--- src/rtl/wb_bridge_pkg.sv ---
// Shared types and helpers for the core-side Wishbone bridge.
package wb_bridge_pkg;

    // Bus-side sequencer states; encodings are fixed so debug taps stay stable.
    typedef enum logic [1:0] {
        ST_IDLE    = 2'd0,
        ST_REQ     = 2'd1,
        ST_RELEASE = 2'd2
    } bridge_state_e;

    // Width of one posted request: {we, addr, wdata, be}.
    function automatic int entry_width(input int aw, input int dw, input int sw);
        return 32'sd1 + aw + dw + sw;
    endfunction

endpackage

--- src/rtl/wb_req_fifo.sv ---
// Posted-request FIFO. Pointers carry an extra wrap bit so full and empty
// fall out of a plain pointer compare; read data is the registered head entry.
module wb_req_fifo #(
    parameter int WIDTH = 8,
    parameter int DEPTH = 4
) (
    input  logic             clk_i,
    input  logic             rst_n_i,
    input  logic             push_i,
    input  logic [WIDTH-1:0] wdata_i,
    input  logic             pop_i,
    output logic [WIDTH-1:0] rdata_o,
    output logic             full_o,
    output logic             empty_o
);

    localparam int PW = $clog2(DEPTH);
    localparam logic [PW:0] PTR_ONE = {{PW{1'b0}}, 1'b1};

    logic [PW:0]      wr_ptr_r;
    logic [PW:0]      rd_ptr_r;
    logic [WIDTH-1:0] mem_r [DEPTH];
    logic             push_ok_s;
    logic             pop_ok_s;

    assign full_o    = (wr_ptr_r[PW] != rd_ptr_r[PW]) &&
                       (wr_ptr_r[PW-1:0] == rd_ptr_r[PW-1:0]);
    assign empty_o   = (wr_ptr_r == rd_ptr_r);
    assign pop_ok_s  = pop_i & ~empty_o;
    // A pop in the same cycle frees the slot, so push at full is still safe.
    assign push_ok_s = push_i & (~full_o | pop_ok_s);
    assign rdata_o   = mem_r[rd_ptr_r[PW-1:0]];

    // Advance write/read pointers on accepted push/pop.
    always_ff @(posedge clk_i or negedge rst_n_i) begin
        if (!rst_n_i) begin
            wr_ptr_r <= {(PW+1){1'b0}};
            rd_ptr_r <= {(PW+1){1'b0}};
        end else begin
            if (push_ok_s) begin
                wr_ptr_r <= wr_ptr_r + PTR_ONE;
            end
            if (pop_ok_s) begin
                rd_ptr_r <= rd_ptr_r + PTR_ONE;
            end
        end
    end

    // Entry storage; contents are don't-care until written, so no reset.
    always_ff @(posedge clk_i) begin
        if (push_ok_s) begin
            mem_r[wr_ptr_r[PW-1:0]] <= wdata_i;
        end
    end

endmodule

--- src/rtl/wb_core_bridge.sv ---
// Core-side Wishbone B4 classic master bridge: posted request FIFO, single
// outstanding bus cycle, ERR and timeout handling, registered response pulse.
module wb_core_bridge
    import wb_bridge_pkg::*;
#(
    parameter int AW           = 32,
    parameter int DW           = 32,
    parameter int FIFO_DEPTH   = 4,
    parameter int TIMEOUT      = 255,
    parameter bit WAIT_ACK_LOW = 1'b1,
    localparam int SW          = DW / 8
) (
    input  logic          clk_i,
    input  logic          rst_n_i,
    input  logic          core_req_i,
    output logic          core_gnt_o,
    input  logic          core_we_i,
    input  logic [AW-1:0] core_addr_i,
    input  logic [DW-1:0] core_wdata_i,
    input  logic [SW-1:0] core_be_i,
    output logic          core_rvalid_o,
    output logic [DW-1:0] core_rdata_o,
    output logic          core_err_o,
    output logic          busy_o,
    output logic [AW-1:0] wb_addr_o,
    output logic [DW-1:0] wb_data_o,
    output logic [SW-1:0] wb_sel_o,
    output logic          wb_we_o,
    output logic          wb_cyc_o,
    output logic          wb_stb_o,
    input  logic [DW-1:0] wb_data_i,
    input  logic          wb_ack_i,
    input  logic          wb_err_i
);

    localparam int EW = entry_width(AW, DW, SW);
    // Timer must reach TIMEOUT-1; keep at least one bit when the timeout is disabled.
    localparam int TW = (TIMEOUT > 0) ? $clog2(TIMEOUT + 1) : 1;
    localparam logic [TW-1:0] TIMER_LAST = TW'(TIMEOUT - 1);
    localparam logic [TW-1:0] TIMER_MAX  = {TW{1'b1}};
    localparam logic [TW-1:0] TIMER_ONE  = TW'(1);

    logic          fifo_full_s;
    logic          fifo_empty_s;
    logic          push_s;
    logic          pop_s;
    logic [EW-1:0] fifo_wdata_s;
    logic [EW-1:0] fifo_rdata_s;
    logic          head_we_s;
    logic [AW-1:0] head_addr_s;
    logic [DW-1:0] head_wdata_s;
    logic [SW-1:0] head_be_s;
    logic          timeout_s;
    logic          bus_term_s;
    logic          resp_err_s;

    bridge_state_e state_r;
    logic [TW-1:0] timer_r;
    logic [AW-1:0] wb_addr_r;
    logic [DW-1:0] wb_data_r;
    logic [SW-1:0] wb_sel_r;
    logic          wb_we_r;
    logic          wb_cyc_r;
    logic          wb_stb_r;
    logic          rvalid_r;
    logic          rerr_r;
    logic [DW-1:0] rdata_r;

    assign fifo_wdata_s = {core_we_i, core_addr_i, core_wdata_i, core_be_i};
    assign {head_we_s, head_addr_s, head_wdata_s, head_be_s} = fifo_rdata_s;

    // Grant depends only on FIFO occupancy, so the push qualifier is just the handshake.
    assign push_s     = core_req_i & ~fifo_full_s;
    assign pop_s      = (state_r == ST_IDLE) & ~fifo_empty_s;
    assign timeout_s  = (TIMEOUT > 0) && (timer_r == TIMER_LAST);
    assign bus_term_s = wb_ack_i | wb_err_i | timeout_s;
    assign resp_err_s = wb_err_i | timeout_s;

    wb_req_fifo #(
        .WIDTH (EW),
        .DEPTH (FIFO_DEPTH)
    ) u_req_fifo (
        .clk_i   (clk_i),
        .rst_n_i (rst_n_i),
        .push_i  (push_s),
        .wdata_i (fifo_wdata_s),
        .pop_i   (pop_s),
        .rdata_o (fifo_rdata_s),
        .full_o  (fifo_full_s),
        .empty_o (fifo_empty_s)
    );

    // Bus sequencer: launches the head request, times it, and emits the response pulse.
    always_ff @(posedge clk_i or negedge rst_n_i) begin
        if (!rst_n_i) begin
            state_r   <= ST_IDLE;
            timer_r   <= {TW{1'b0}};
            wb_addr_r <= {AW{1'b0}};
            wb_data_r <= {DW{1'b0}};
            wb_sel_r  <= {SW{1'b0}};
            wb_we_r   <= 1'b0;
            wb_cyc_r  <= 1'b0;
            wb_stb_r  <= 1'b0;
            rvalid_r  <= 1'b0;
            rerr_r    <= 1'b0;
            rdata_r   <= {DW{1'b0}};
        end else begin
            rvalid_r <= 1'b0;
            rerr_r   <= 1'b0;
            rdata_r  <= {DW{1'b0}};
            case (state_r)
                ST_IDLE: begin
                    if (!fifo_empty_s) begin
                        wb_addr_r <= head_addr_s;
                        wb_data_r <= head_wdata_s;
                        wb_sel_r  <= head_be_s;
                        wb_we_r   <= head_we_s;
                        wb_cyc_r  <= 1'b1;
                        wb_stb_r  <= 1'b1;
                        timer_r   <= {TW{1'b0}};
                        state_r   <= ST_REQ;
                    end
                end
                ST_REQ: begin
                    if (bus_term_s) begin
                        wb_cyc_r <= 1'b0;
                        wb_stb_r <= 1'b0;
                        wb_we_r  <= 1'b0;
                        rvalid_r <= 1'b1;
                        rerr_r   <= resp_err_s;
                        // ERR or timeout suppresses read data even if ACK came with it.
                        if (!wb_we_r && wb_ack_i && !resp_err_s) begin
                            rdata_r <= wb_data_i;
                        end
                        state_r <= WAIT_ACK_LOW ? ST_RELEASE : ST_IDLE;
                    end else if (timer_r != TIMER_MAX) begin
                        timer_r <= timer_r + TIMER_ONE;
                    end
                end
                ST_RELEASE: begin
                    if (!wb_ack_i && !wb_err_i) begin
                        state_r <= ST_IDLE;
                    end
                end
                default: begin
                    wb_cyc_r <= 1'b0;
                    wb_stb_r <= 1'b0;
                    wb_we_r  <= 1'b0;
                    state_r  <= ST_IDLE;
                end
            endcase
        end
    end

    assign core_gnt_o    = ~fifo_full_s;
    assign busy_o        = ~fifo_empty_s | (state_r != ST_IDLE);
    assign core_rvalid_o = rvalid_r;
    assign core_rdata_o  = rdata_r;
    assign core_err_o    = rerr_r;
    assign wb_addr_o     = wb_addr_r;
    assign wb_data_o     = wb_data_r;
    assign wb_sel_o      = wb_sel_r;
    assign wb_we_o       = wb_we_r;
    assign wb_cyc_o      = wb_cyc_r;
    assign wb_stb_o      = wb_stb_r;

endmodule

--- config.mk ---
export PLATFORM = sky130hd
export DESIGN_NAME = wb_core_bridge
export DESIGN_NICKNAME = d
export VERILOG_FILES = /design/src/rtl/wb_bridge_pkg.sv /design/src/rtl/wb_req_fifo.sv /design/src/rtl/wb_core_bridge.sv
export SDC_FILE = /design/constraint.sdc
export NUM_CORES = 1
export LEC_CHECK = 0
export ABC_AREA = 1
export CAP_MARGIN = 40
export CORE_MARGIN = 10
export CORE_UTILIZATION = 50
export CTS_CLUSTER_SIZE = 14
export DETAILED_ROUTE_END_ITERATION = 12
export PLACE_DENSITY = 0.74
export SLEW_MARGIN = 20
export SYNTH_ARGS = -nofsm -noshare
export SYNTH_HDL_FRONTEND = slang
export SYNTH_SLANG_ARGS = --single-unit
--- constraint.sdc ---
create_clock -name clk_i -period 6.08 [get_ports clk_i]
set_input_delay 0.608 -clock clk_i [delete_from_list [all_inputs] [get_ports clk_i]]
set_output_delay 0.608 -clock clk_i [all_outputs]
set_load 0.03 [all_outputs]
Yosys cells after proc, flatten, opt, wreduce, memory -nomap -nowiden
Memory sizes are Yosys's and may differ from the RTL's.
Cells that the tools add are included.

word-level totals
  register bits = 120
  memory bits (writable) = 276
  input port bits = 106
  output and inout bits = 107
  memories kept = 1

cells by class
  add/subtract/negate cells = 3
  eq/ne operators = 12
  muxes and demuxes = 22
  bitwise gates (word level) = 12
  reductions and logical operators = 15

memories
  name              depth  bits a word  read ports  clocked after memory_dff  wr ports  line               source
  u_req_fifo.mem_r  4      69           1           0                         1         wb_req_fifo.sv:22  logic [WIDTH-1:0] mem_r [DEPTH];

operators with widths
  operator                                        number
  2-to-1 mux 32 bit                               3
  2-to-1 mux 8 bit                                3
  one-hot mux 8 bit (2 select lines)              1
  inequality test 2 bit (second input constant)   5
  2-to-1 mux 1 bit                                9
  adder 8 x 1 -> 8 bit (second input constant)    1
  == test 8 bit (second input constant)           1
  inequality test 8 bit (second input constant)   1
  adder 3 x 1 -> 3 bit (second input constant)    2
  2-to-1 mux 2 bit                                3
  one-hot mux 1 bit (3 select lines)              2
  one-hot mux 2 bit (3 select lines)              1
  AND reduction 3 bit                             2
  bitwise OR 1 bit                                5
  bitwise AND 1 bit                               4
  logical AND 1 bit                               4
  logical NOT 1 bit                               4
  AND reduction 4 bit                             1
  nonzero test 2 bit                              2
  == test 3 bit                                   1
  NOT 1 bit                                       3
  == test 2 x 1 -> 1 bit (second input constant)  1
  == test 2 bit                                   1
  == test 2 bit (second input constant)           1
  other kinds (3)                                 3

Depth between registers and ports, before layout
  depth after elaboration = 8
  mapped depth = 11
  mapped depth without buffers = 11

By module
A second synthesis with hierarchy kept.

unflattened totals
  cells, all modules = 1,219
  area, all modules = 15,048.2 um^2

modules (own cells, without submodules)
  module          times used  cells an instance  area each (um^2)  seq. area each (um^2)
  wb_req_fifo     1           727                10,617.7          8,438.1
  wb_core_bridge  1           492                4,430.5           2,852.7

Worst setup path after synthesis
Ideal clock, no wire load.

  path kind = register to register
  start = register u_req_fifo.rd_ptr_r[0]
  end = memory u_req_fifo.mem_r[0][0] in the netlist's numbering (enable)
  setup time = 497 ps
  data arrival time = 4,141 ps
  required time = 5,583 ps
  setup slack = 1,443 ps
  stages on the path, launching flop included = 8
  path buffers = 1
  clock period less this slack = 4,637 ps
  cell sequence = dfrtp_1 > buf_6 > inv_2 > nand2_1 > nand2_1 > nand4_1 > nand2_2 > nor2_1

on the way
  elaborated cells on any way between the ends = 12
  classes of those cells = eq/ne: 2; mux: 2; bitwise: 7; reduce/logical: 1

RTL lines
  item                                                          line                                     source
  from (decl)                                                   wb_req_fifo.sv:21                        logic [PW:0] rd_ptr_r;
  from (signal assigned)                                        wb_req_fifo.sv:38                        rd_ptr_r <= {(PW+1){1'b0}};
  from (signal assigned)                                        wb_req_fifo.sv:44                        rd_ptr_r <= rd_ptr_r + PTR_ONE;
  == test 2 bit *                                               wb_req_fifo.sv:27                        (wr_ptr_r[PW-1:0] == rd_ptr_r[PW-1:0]);
  logical AND 1 bit *                                           wb_req_fifo.sv:26                        assign full_o = (wr_ptr_r[PW] != rd_ptr_r[PW]) &&
  NOT 1 bit *                                                   --
  named net core_gnt_o                                          wb_core_bridge.sv:16                     output logic core_gnt_o,
  bitwise AND 1 bit / bitwise OR 1 bit (equally long branches)  wb_core_bridge.sv:73, wb_req_fifo.sv:31
  bitwise AND 1 bit *                                           wb_req_fifo.sv:31                        assign push_ok_s = push_i & (~full_o | pop_ok_s);
  2-to-1 mux 1 bit *                                            wb_req_fifo.sv:51                        if (push_ok_s) begin
  2-to-1 mux 1 bit (implied by the code) *                      wb_req_fifo.sv:52                        mem_r[wr_ptr_r[PW-1:0]] <= wdata_i;
  to (decl)                                                     wb_req_fifo.sv:22

Mark *: on every way through the listed nets, which the timed path passes. The rest lies on a longest branch.

Final worst setup path
  start = register u_req_fifo.rd_ptr_r[0]
  end = output port busy_o

on the way
  longest elaborated chain between the ends = 3

ends and longest elaborated chain
  item                        line                   source
  == test 3 bit               wb_req_fifo.sv:28      assign empty_o = (wr_ptr_r == rd_ptr_r);
  NOT 1 bit (no source line)  --
  bitwise OR 1 bit            wb_core_bridge.sv:156  assign busy_o = ~fifo_empty_s | (state_r != ST_IDLE);
  to (decl)                   wb_core_bridge.sv:24   output logic busy_o,

Every way passes these cells.

==> qor.csv <==
metric,value,unit
Final Non-Filler Cells,1842,
IO Port Bufs,212,
number of routed nets with antenna violations,0,
Core ar.,29600,sq um
First-pass DRT Iterations,6,
final setup fails,0,
CP Max Fanout,64,
combinational family with the most area after synthesis,simple AND/OR/NAND/NOR gates,
TritonCTS clock tree,yes,
post-detail-place hpwl,20700,um
Seq cells post-synth,396,
Peak VDD IR,0.341,mV
Post-Synth Adder-Cell Area,0.585,%
sequential share of the synthesized area,75.4,%
clk_lat worst skew,0.53,ns
Final Skew,0.0151,ns
Setup CP Type,reg -> out,
WHS,0.194,ns
Gate Count Post-Synth,1215,
Cell Rows,63,
GRT overflow,0,
post-synthesis xor/xnor area fraction,0.284,%
Setup Buffers After CTS,0,
die height,193,um
WP data arrival,2.93,ns
fin crit share,58.2,%
final setup TNS,0,ns
number of global-route vias before repair,9496,
area delta synth->final,25.0,%
Via Count,9766,
Max Freq,283,MHz
total track usage,17.9,%
WL/cell,18.6,um
Worst Hold Class,in -> async,
antenna violations before repair,3,
"commonest cells after routing, fill and taps aside","nand2_1, edfxtp_1, clkdlybuf4s50_1",
Num Clock Sinks,396,
"most common cell after layout, fill and taps aside",nand2_1,
# IOs,213,
RSZ-0062 raised after global routing,false,
Clock transition at path regs,0.06,ns
first-pass GRT wire length,52600,um
Final Max Tran Viols,0,
Synth Warn #,0,
Die ar.,37300,sq um
CP required,5.47,ns
actual slew at the worst max-slew pin,0.917,ns
CTS buffer count,40,
min Tclk post-route,3.54,ns
CTS Hold Bufs,0,
Vias/cell,5.30,
clk buf depth,3,
Lkg Pwr,7.14,nW
CTS H-tree lvls,2,
Synth Area in Compound Gates,7.94,%
CTS resizes,0,
PD cells,521,nW/um^2
max_cap viols,0,
Starting Density,50.5,%
dpl cells,1764,
post-synth cell types,31,
NumNets Final,1531,
status,"finished, final reports clean",
startpoint types,flip-flop,
CP Capture Type,output port,
Routed WL,34300,um
die width,193,um
pin count of the biggest net entering global routing,121,
Placer Congestion,0.817,
mapped cell area,15000,sq um
First DRT Iteration DRCs,818,
Synth Area in Simple Gates,12.8,%
final core utilization,63.2,%
"Hold Vio Cnt, Final",0,
R2R Path End,u_req_fifo.mem_r[1][50],
mux share of post-synthesis cell area,0,%
synthesized area per cell,12.3,sq um
DR DRC count,0,
share of layout cells above drive strength 1,6.41,%
syn_nets,1328,
worst reg2reg setup slack,2.84,ns
Reg2Reg Depth,8,
clock root buffer,clkbuf_16,
max_slew headroom,38.9,%
r2r startpoint,u_req_fifo.rd_ptr_r[0],
-- where the power goes --
part | leakage, nW | internal, W | switching [W] | total, W
Sequential | 4.07 | 0.00363 | 0.000280 | 0.00391
Clock | 0.615 | 0.00131 | 0.000973 | 0.00228
Combinational | 2.46 | 0.00117 | 0.00239 | 0.00356
Total | 7.14 | 0.00611 | 0.00364 | 0.00975
-- critical path, stage by stage, from the launching register on --
cell	delay (ns)
dfrtp_4	0.68
inv_4	0.52
nand2_1	0.11
nand2_1	0.14
nand4_1	0.25
clkdlybuf4s50_1	0.69
-- cells in the mapped netlist --
cell | n | area, sq um
xnor2_1 | 1 | 8.76
edfxtp_1 | 276 | 8290
nand4_1 | 3 | 18.8
ha_1 | 7 | 87.6
clkbuf_1 | 32 | 120
inv_2 | 1 | 3.75
nor2_2 | 2 | 12.5
o31ai_1 | 1 | 7.51
xor2_1 | 2 | 17.5
inv_4 | 1 | 6.26
nand3_1 | 4 | 20.0
nor3b_1 | 1 | 7.51
nand2_1 | 296 | 1110
clkinv_2 | 1 | 5.00
dfrtp_1 | 120 | 3000
nand2_4 | 1 | 11.3
o22ai_1 | 69 | 432
a21oi_1 | 3 | 15.0
buf_4 | 8 | 60.1
nor2_4 | 1 | 11.3
o21ba_2 | 1 | 10.0
nand2_2 | 2 | 12.5
buf_6 | 6 | 67.6
o21ai_0 | 142 | 711
xnor2_2 | 1 | 16.3
inv_1 | 22 | 82.6
o21a_1 | 2 | 15.0
nand3b_1 | 1 | 7.51
buf_2 | 20 | 100
nand3_2 | 1 | 10.0
nor2_1 | 187 | 702
-- worst max path at each step --
stage	from	end	slack, ns
5_1_grt	u_req_fifo.rd_ptr_r[0]	busy_o	2.34
3_3_place_gp	u_req_fifo.rd_ptr_r[0]	u_req_fifo.mem_r[1][0]	2.67
3_5_place_dp	u_req_fifo.rd_ptr_r[0]	u_req_fifo.mem_r[1][62]	2.59
2_1_floorplan	u_req_fifo.rd_ptr_r[0]	u_req_fifo.mem_r[0][0]	1.44
6_report	u_req_fifo.rd_ptr_r[0]	busy_o	2.54
4_1_cts	u_req_fifo.rd_ptr_r[0]	busy_o	2.50
-- through the flow --
stage / setup WS [ns] / cell area (sq um) / power [W]
after floorplan: 1.44 / 15000 / 0.00628
after global placement: 2.67 / 17400 / 0.00741
after detailed placement: 2.59 / 17400 / 0.00754
after CTS: 2.50 / 18700 / 0.00984
after global routing: 2.34 / 18700 / 0.0104
final: 2.54 / 18700 / 0.00975
-- logic make-up (layout without fill, tap and decap cells) --
kind of cell / after synthesis / count (layout)
buffers and inverters: 91 / 326
adders and majority gates: 7 / 7
AOI/OAI and AO/OA: 218 / 218
xor gates and xnor gates: 4 / 4
other: 0 / 2
DFF: 396 / 396
and+or+nand+nor: 499 / 499
-- metal layers --
| metal | GRT usage (%) | wire, um | up-vias |
|---|---|---|---|
| met1 | 23.6 | 14400 | 4762 |
| met3 | 3.83 | 2610 | 51 |
| met5 | 0 | 0 | - |
| li1 | - | - | 4611 |
| met2 | 29.2 | 16600 | 342 |
| met4 | 5.92 | 723 | 0 |
-- state kept, by name, indices dropped and copies added (netlist names), 2 cells and up --
name                 flops
u_req_fifo.mem_r       276
timer_r                  8
u_req_fifo.rd_ptr_r      3
wb_sel_o                 4
u_req_fifo.wr_ptr_r      3
wb_data_o               32
state_r                  2
core_rdata_o            32
wb_addr_o               32
-- final cells by class --
cell class                 count  area (sq um)
antenna                        2          5.00
clock buffer                  54          1130
clock inverter                20           110
fill                        2271         10900
inverter                      25           100
multi-input combinational    728          3270
sequential                   396         11300
tap                          390           488
timing repair buffer         227          2320
(Power assumes the default switching activity.)
